**src/rtl/cipu_pkg.sv**
```systemverilog
// cipu_pkg: shared definitions for the CIPU stream transmitter.
//   - ASCII constants used by the check-in stream protocol
//   - playback FSM state encoding
//   - script entry layout {character, pop count}
package cipu_pkg;

  localparam logic [7:0] CH_SEMI   = 8'h3B;
  localparam logic [7:0] CH_DOLLAR = 8'h24;
  localparam logic [7:0] CH_ZERO   = 8'h30;
  localparam logic [7:0] CH_A      = 8'h41;
  localparam logic [7:0] CH_Z      = 8'h5A;

  typedef enum logic [2:0] {
    ST_IDLE     = 3'd0,
    ST_SEND     = 3'd1,
    ST_WAIT_POP = 3'd2,
    ST_WAIT_END = 3'd3,
    ST_DONE     = 3'd4
  } state_e;

  typedef struct packed {
    logic [7:0] ch;
    logic [3:0] num;
  } entry_t;

  // Even parity over a script entry, available for storage protection.
  function automatic logic entry_parity(input entry_t e);
    return ^{e.ch, e.num};
  endfunction

endpackage

```
**src/rtl/cipu_script_mem.sv**
```systemverilog
// cipu_script_mem: one script store for the CIPU stream transmitter.
//   clk_i     clock, rising edge
//   rst_i     synchronous active-high reset (clears the write pointer only)
//   wr_en_i   append wr_data_i at the write pointer (dropped when full)
//   wr_data_i entry to append
//   rd_ptr_i  read address (combinational read)
//   rd_data_o entry at rd_ptr_i
//   wr_ptr_o  number of entries stored
//   full_o    write pointer has reached DEPTH
module cipu_script_mem
  import cipu_pkg::*;
#(
  parameter int DEPTH = 32
) (
  input  logic                       clk_i,
  input  logic                       rst_i,
  input  logic                       wr_en_i,
  input  entry_t                     wr_data_i,
  input  logic [$clog2(DEPTH):0]     rd_ptr_i,
  output entry_t                     rd_data_o,
  output logic [$clog2(DEPTH):0]     wr_ptr_o,
  output logic                       full_o
);

  localparam int AW = $clog2(DEPTH);
  localparam int PW = AW + 1;

  entry_t          mem_q [DEPTH];
  logic [PW-1:0]   wr_ptr_q;
  logic [PW-1:0]   wr_ptr_d;
  logic            do_wr_s;
  logic            unused_rd_msb_s;

  assign full_o   = (wr_ptr_q >= PW'(DEPTH));
  assign do_wr_s  = wr_en_i && !full_o;
  assign wr_ptr_o = wr_ptr_q;

  // The read pointer's extra bit only marks "past the end"; callers guard on it.
  assign rd_data_o       = mem_q[rd_ptr_i[AW-1:0]];
  assign unused_rd_msb_s = rd_ptr_i[AW];

  // Next write pointer: advance only on an accepted write.
  always_comb begin
    wr_ptr_d = wr_ptr_q;
    if (do_wr_s) begin
      wr_ptr_d = wr_ptr_q + PW'(1);
    end else begin
      wr_ptr_d = wr_ptr_q;
    end
  end

  // Write pointer register.
  always_ff @(posedge clk_i) begin
    if (rst_i) begin
      wr_ptr_q <= '0;
    end else begin
      wr_ptr_q <= wr_ptr_d;
    end
  end

  // Storage array; contents are not reset.
  always_ff @(posedge clk_i) begin
    if (do_wr_s) begin
      mem_q[wr_ptr_q[AW-1:0]] <= wr_data_i;
    end
  end

endmodule

```
**src/rtl/cipu_stream_tx.sv**
```systemverilog
// cipu_stream_tx: plays a stored passenger script and baggage script into CIPU.
//   load_en/load_sel/load_char/load_num  script loading (IDLE only)
//   start                                begin / replay playback (IDLE or DONE)
//   done_thing, done_lifo                CIPU handshakes for ';' and '$'
//   people_thing_in, ready_fifo          passenger stream, one entry per cycle
//   thing_in, thing_num, ready_lifo      baggage stream, handshake paced
//   busy, tx_done                        playback status
//   load_ovf, timeout_err                sticky error flags
// All outputs are registered; status outputs follow the FSM state by one cycle.
module cipu_stream_tx
  import cipu_pkg::*;
#(
  parameter int DEPTH   = 32,
  parameter int TIMEOUT = 64
) (
  input  logic       clk,
  input  logic       rst,
  input  logic       load_en,
  input  logic       load_sel,
  input  logic [7:0] load_char,
  input  logic [3:0] load_num,
  input  logic       start,
  input  logic       done_thing,
  input  logic       done_lifo,
  output logic [7:0] people_thing_in,
  output logic       ready_fifo,
  output logic [7:0] thing_in,
  output logic [3:0] thing_num,
  output logic       ready_lifo,
  output logic       busy,
  output logic       tx_done,
  output logic       load_ovf,
  output logic       timeout_err
);

  localparam int PW = $clog2(DEPTH) + 1;
  localparam int CW = $clog2(TIMEOUT) + 1;
  localparam logic [CW-1:0] WAIT_LAST = CW'(TIMEOUT - 1);

  state_e        state_q, state_d;
  logic [PW-1:0] bptr_q, bptr_d;
  logic [PW-1:0] pptr_q, pptr_d;
  logic          pact_q, pact_d;
  logic [CW-1:0] wcnt_q, wcnt_d;
  logic          end_seen_q, end_seen_d;

  logic [7:0]    people_q, people_d;
  logic          ready_fifo_q, ready_fifo_d;
  logic [7:0]    thing_q, thing_d;
  logic [3:0]    num_q, num_d;
  logic          ready_lifo_q, ready_lifo_d;
  logic          busy_q, busy_d;
  logic          tx_done_q, tx_done_d;
  logic          load_ovf_q, load_ovf_d;
  logic          timeout_q, timeout_d;

  entry_t        wr_entry_s;
  entry_t        p_rd_s, b_rd_s;
  logic [PW-1:0] p_wr_ptr_s, b_wr_ptr_s;
  logic          p_full_s, b_full_s;
  logic          load_ok_s, p_wr_en_s, b_wr_en_s, sel_full_s;
  logic          pax_done_s, bag_empty_s, end_ack_s;
  logic          unused_pax_num_s;

  assign load_ok_s  = load_en && (state_q == ST_IDLE);
  assign p_wr_en_s  = load_ok_s && !load_sel;
  assign b_wr_en_s  = load_ok_s && load_sel;
  assign sel_full_s = load_sel ? b_full_s : p_full_s;
  assign wr_entry_s = {load_char, load_num};

  // Passenger entries carry a count field that nothing downstream consumes.
  assign unused_pax_num_s = ^p_rd_s.num;

  // pptr_q counts entries already issued, so equality means the stream is spent.
  assign pax_done_s  = (pptr_q >= p_wr_ptr_s);
  assign bag_empty_s = (bptr_q >= b_wr_ptr_s);
  // done_lifo may arrive before the passengers finish; remember it.
  assign end_ack_s   = done_lifo || end_seen_q;

  cipu_script_mem #(.DEPTH(DEPTH)) u_pax_mem (
    .clk_i     (clk),
    .rst_i     (rst),
    .wr_en_i   (p_wr_en_s),
    .wr_data_i (wr_entry_s),
    .rd_ptr_i  (pptr_q),
    .rd_data_o (p_rd_s),
    .wr_ptr_o  (p_wr_ptr_s),
    .full_o    (p_full_s)
  );

  cipu_script_mem #(.DEPTH(DEPTH)) u_bag_mem (
    .clk_i     (clk),
    .rst_i     (rst),
    .wr_en_i   (b_wr_en_s),
    .wr_data_i (wr_entry_s),
    .rd_ptr_i  (bptr_q),
    .rd_data_o (b_rd_s),
    .wr_ptr_o  (b_wr_ptr_s),
    .full_o    (b_full_s)
  );

  // Next-state logic for the passenger stream, baggage FSM and output registers.
  always_comb begin
    state_d      = state_q;
    bptr_d       = bptr_q;
    pptr_d       = pptr_q;
    pact_d       = pact_q;
    wcnt_d       = wcnt_q;
    end_seen_d   = end_seen_q;
    people_d     = 8'h00;
    ready_fifo_d = 1'b0;
    thing_d      = 8'h00;
    num_d        = 4'h0;
    ready_lifo_d = 1'b0;
    busy_d       = (state_q == ST_SEND) || (state_q == ST_WAIT_POP) ||
                   (state_q == ST_WAIT_END);
    tx_done_d    = (state_q == ST_DONE) && !start;
    load_ovf_d   = load_ovf_q;
    timeout_d    = timeout_q;

    if (load_ok_s && sel_full_s) begin
      load_ovf_d = 1'b1;
    end else begin
      load_ovf_d = load_ovf_q;
    end

    // Passenger stream is free-running once started; the baggage FSM never stalls it.
    if (pact_q) begin
      if (!pax_done_s) begin
        people_d     = p_rd_s.ch;
        ready_fifo_d = 1'b1;
        pptr_d       = pptr_q + PW'(1);
      end else begin
        pact_d = 1'b0;
      end
    end else begin
      pact_d = 1'b0;
    end

    case (state_q)
      ST_IDLE, ST_DONE: begin
        if (start) begin
          state_d    = ST_SEND;
          bptr_d     = '0;
          pptr_d     = '0;
          pact_d     = 1'b1;
          end_seen_d = 1'b0;
        end else begin
          state_d = state_q;
        end
      end
      ST_SEND: begin
        ready_lifo_d = 1'b1;
        if (bag_empty_s) begin
          // Script ended without a terminator: supply one.
          thing_d    = CH_DOLLAR;
          state_d    = ST_WAIT_END;
          wcnt_d     = '0;
          end_seen_d = 1'b0;
        end else begin
          thing_d = b_rd_s.ch;
          bptr_d  = bptr_q + PW'(1);
          if (b_rd_s.ch == CH_SEMI) begin
            num_d   = b_rd_s.num;
            state_d = ST_WAIT_POP;
            wcnt_d  = '0;
          end else if (b_rd_s.ch == CH_DOLLAR) begin
            state_d    = ST_WAIT_END;
            wcnt_d     = '0;
            end_seen_d = 1'b0;
          end else begin
            state_d = ST_SEND;
          end
        end
      end
      ST_WAIT_POP: begin
        // Handshake is checked first so it beats a simultaneous expiry.
        if (done_thing) begin
          state_d = ST_SEND;
        end else if (wcnt_q == WAIT_LAST) begin
          timeout_d = 1'b1;
          state_d   = ST_DONE;
        end else begin
          wcnt_d = wcnt_q + CW'(1);
        end
      end
      ST_WAIT_END: begin
        if (done_lifo) begin
          end_seen_d = 1'b1;
        end else begin
          end_seen_d = end_seen_q;
        end
        if (end_ack_s && pax_done_s) begin
          state_d = ST_DONE;
        end else if (end_ack_s) begin
          // Terminator acknowledged; only the passenger tail is outstanding.
          state_d = ST_WAIT_END;
        end else if (wcnt_q == WAIT_LAST) begin
          timeout_d = 1'b1;
          state_d   = ST_DONE;
        end else begin
          wcnt_d = wcnt_q + CW'(1);
        end
      end
      default: begin
        state_d = ST_IDLE;
      end
    endcase
  end

  // State, pointers and registered outputs; reset clears all but script contents.
  always_ff @(posedge clk) begin
    if (rst) begin
      state_q      <= ST_IDLE;
      bptr_q       <= '0;
      pptr_q       <= '0;
      pact_q       <= 1'b0;
      wcnt_q       <= '0;
      end_seen_q   <= 1'b0;
      people_q     <= 8'h00;
      ready_fifo_q <= 1'b0;
      thing_q      <= 8'h00;
      num_q        <= 4'h0;
      ready_lifo_q <= 1'b0;
      busy_q       <= 1'b0;
      tx_done_q    <= 1'b0;
      load_ovf_q   <= 1'b0;
      timeout_q    <= 1'b0;
    end else begin
      state_q      <= state_d;
      bptr_q       <= bptr_d;
      pptr_q       <= pptr_d;
      pact_q       <= pact_d;
      wcnt_q       <= wcnt_d;
      end_seen_q   <= end_seen_d;
      people_q     <= people_d;
      ready_fifo_q <= ready_fifo_d;
      thing_q      <= thing_d;
      num_q        <= num_d;
      ready_lifo_q <= ready_lifo_d;
      busy_q       <= busy_d;
      tx_done_q    <= tx_done_d;
      load_ovf_q   <= load_ovf_d;
      timeout_q    <= timeout_d;
    end
  end

  assign people_thing_in = people_q;
  assign ready_fifo      = ready_fifo_q;
  assign thing_in        = thing_q;
  assign thing_num       = num_q;
  assign ready_lifo      = ready_lifo_q;
  assign busy            = busy_q;
  assign tx_done         = tx_done_q;
  assign load_ovf        = load_ovf_q;
  assign timeout_err     = timeout_q;

endmodule

```
**config.mk**
```make
export PLATFORM = sky130hd
export DESIGN_NAME = cipu_stream_tx
export DESIGN_NICKNAME = d
export VERILOG_FILES = /design/src/rtl/cipu_pkg.sv /design/src/rtl/cipu_script_mem.sv /design/src/rtl/cipu_stream_tx.sv
export SDC_FILE = /design/constraint.sdc
export NUM_CORES = 1
export LEC_CHECK = 0
export ABC_AREA = 0
export CELL_PAD_IN_SITES_DETAIL_PLACEMENT = 1
export CELL_PAD_IN_SITES_GLOBAL_PLACEMENT = 1
export CORE_UTILIZATION = 30
export DETAILED_ROUTE_END_ITERATION = 10
export PLACE_DENSITY = 0.59
export SYNTH_ARGS = -nofsm -noshare
export SYNTH_HDL_FRONTEND = slang
export SYNTH_SLANG_ARGS = --single-unit
```
**constraint.sdc**
```tcl
create_clock -name clk -period 7.3 [get_ports clk]
set_input_delay 1.46 -clock clk [delete_from_list [all_inputs] [get_ports clk]]
set_output_delay 1.46 -clock clk [all_outputs]
set_load 0.02 [all_outputs]
```
==> run metrics <==
outcome completed; Yosys warnings 0; clk buf depth 3; PwrDens 268 mW/mm^2; Final HPWL DP 43200 um; Worst Path Buf+Inv 1; Die H 306 um; Pint ~6.8 mW; core area between 0.09 and 0.1 sq mm; Leakage 9.68 nW; fmax 234 MHz; post-synth cell types 60; CTS resizes 0; diode count 0; Pins Over Slew Limit 0; Worst VDD drop 0.294 mV; Post-Syn Instances approximately 1400; switch share 0.215; commonest register cell after synthesis edfxtp_1; Worst Hold Class reg2reg; most frequent cells after synthesis edfxtp_1 (640), mux4_2 (144), nor2_1 (130), mux2i_1 (71), dfxtp_1 (67); Worst Skew 0.0470 ns; port bufs 44; worst r2r path cells 9; Final Critical Period roughly 4.3 ns; post-route ant nets 0; Syn Nets around 1500; Clk pwr share 0.454; Final #Nets 1556; Routed wire per std cell between 20 and 30 um; sw power 1.86 mW; initial antenna violation count 0; Die Span X 306 um; Worst Setup Start Kind primary input; CTS Buf Count 77; area grow syn2layout 15.8%; Slew HR 0.144; CTS tree built; critical path's slowest cell nor3_1; Hold Fails Final Rpt 0; worst hold path endpoint wcnt_q[6]; CTS clk-pin slew, worst paths 0.06 ns; DRT Pass-1 Iters 5; Boundary Pins 45; Hold Crit Start wcnt_q[6]; crit path DAT 4.50 ns; Reg2Reg Setup Slack 3.13 ns; EDFF count, synth 640; fin crit share 0.584; H-tree levels 3; Via Count 13800; average cell area after synthesis 19.4 sq um; Comb pwr share 0.031; Rows 111; Residual DRC 0; hold buffers post-CTS 0; FF-to-FF End wcnt_q[0]; Starting DRT DRC Count between 1000 and 1500; first-pass GRT wire length 104000 um; Root Buffer clkbuf_16; clock sinks 707; post-synth top area share 0.691; worst-path cell chain clkdlybuf4s50_1 > nand3b_1 > nor3_1 > nand2_1 > nor2_1; setup TNS 0 ns; share of power burned in registers 0.515; Crit path largest cell delay approximately 0.94 ns; Worst Hold Path Cells 2; final WL 70500 um; gr usage total 0.151; Seq cells post-synth between 700 and 800; asr flop ratio synth 0; vias in the first global route 14700; DR vias/cell ~4.9; Final Wtd Congestion 0.798; largest net degree at the start of global routing 70; layout cells sized above 1 0.201; RSZ-0062 raised after global routing false; CP Max Fanout 9; leading area contributor after synthesis edfxtp_1; later-pin clock latency in the skew report 0.64 ns; most frequent cell after synthesis edfxtp_1; Worst Max-Slew Pin Slew 1.28 ns; mapped cell area 0.0278 sq mm; initial core utilization 0.303; CP Capture Type flip-flop; sequential element share of the synthesized area 0.739; WP data required around 7.5 ns; CP top delay family simple AND/OR/NAND/NOR gates; final setup fails 0; Worst Hold Slack 0.465 ns; Setup Buffers After CTS 0; Crit Path Class in2reg; Congestion Overflow GR 0; die area 0.0939 sq mm; Max Cap Viol 0; Synth area leaders edfxtp_1 (69%), mux4_2 (12%), dfxtp_1 (4.8%)
## worst max path at each step
stage	start	end	cells after the start
detailed placement	load_en	u_pax_mem.mem_q[1][4]	5
global placement	load_en	u_pax_mem.mem_q[29][11]	5
finish	load_en	u_pax_mem.mem_q[1][11]	5
floorplan	load_en	u_bag_mem.mem_q[31][0]	4
CTS	load_en	u_pax_mem.mem_q[1][7]	5
global route	load_en	u_pax_mem.mem_q[25][8]	5
## final cells by class
type / instances / area, sq um
fill: 9100 / 59600
sequential: 707 / 20600
clock inverter: 44 / 537
tap: 1243 / 1560
clock buffer: 95 / 2040
multi-input combinational: 637 / 6790
inverter: 21 / 78.8
timing repair buffer: 70 / 626
## cell usage in the layout, fill, tap and decap left out, types with 17 or more instances in the layout
master / netlist / layout
inv_1: 21 / 21
mux4_1: 17 / 17
clkbuf_16: 0 / 79
edfxtp_1: 640 / 640
nand3_1: 30 / 30
buf_4: 7 / 32
nor2_1: 130 / 130
nand2_1: 36 / 36
clkdlybuf4s50_1: 0 / 36
a21oi_1: 17 / 17
mux4_2: 144 / 144
dfxtp_1: 67 / 61
ha_1: 23 / 23
mux2i_1: 71 / 71
## worst register-to-register path, cell delays in order (launching register included)
cell and delay, ns:
dfxtp_4 0.80, buf_4 0.62, mux4_1 0.64, nor2b_1 0.15, a211oi_1 0.65, or4_1 0.35, mux2_4 0.36, a21oi_4 0.25
nor2_2 0.08, a211oi_2 0.20
## state kept, by name (all words and copies together) (netlist names), 4 cells and up, named ones only
signal,cells
thing_in,8
u_pax_mem.wr_ptr_o,6
pptr_q,6
people_thing_in,8
bptr_q,6
wcnt_q,7
thing_num,4
u_pax_mem.mem_q,256
u_bag_mem.wr_ptr_o,6
u_bag_mem.mem_q,384
## metrics by stage
stage	util	cell area [sq um]	total power, mW	worst slack (ns)	std cells
3_5_place_dp	0.323	29600	4.81	2.35	2678
6_report	0.351	32200	8.64	3.04	2817
3_3_place_gp	0.323	29600	4.81	2.37	2678
4_1_cts	0.351	32200	8.72	2.98	2817
2_1_floorplan	-	27800	4.66	3.70	1430
5_1_grt	0.351	32200	8.88	2.72	2817
## per-layer routing
| metal | vias to the layer above | wire, um | GRT usage |
|---|---|---|---|
| met1 | 7361 | 30800 | 0.205 |
| met5 | - | 0 | 0 |
| met2 | 403 | 33700 | 0.243 |
| met3 | 126 | 3490 | 0.0256 |
| met4 | 0 | 2440 | 0.0560 |
| li1 | 5944 | - | - |
## power groups by stage
stage	logic (mW)	clock network (mW)	registers (mW)
after CTS	0.273	4.00	4.45
after global routing	0.289	4.13	4.45
after global placement	0.270	0	4.54
after detailed placement	0.273	0	4.54
after floorplan	0.124	0	4.53
final	0.266	3.92	4.45
## logic make-up (layout without fill, tap and decap cells)
| logic type | count (synthesis) | after routing | share of synthesized area |
|---|---|---|---|
| adders and majority gates | 23 | 23 | 0.0103 |
| DFF | 707 | 707 | 0.739 |
| buffers and inverters | 86 | 230 | 0.0166 |
| AOI/OAI and AO/OA | 93 | 93 | 0.0227 |
| xor gates and xnor gates | 16 | 16 | 0.00504 |
| and+or+nand+nor | 267 | 267 | 0.0452 |
| muxes | 238 | 238 | 0.161 |
(Power assumes the default switching activity.)
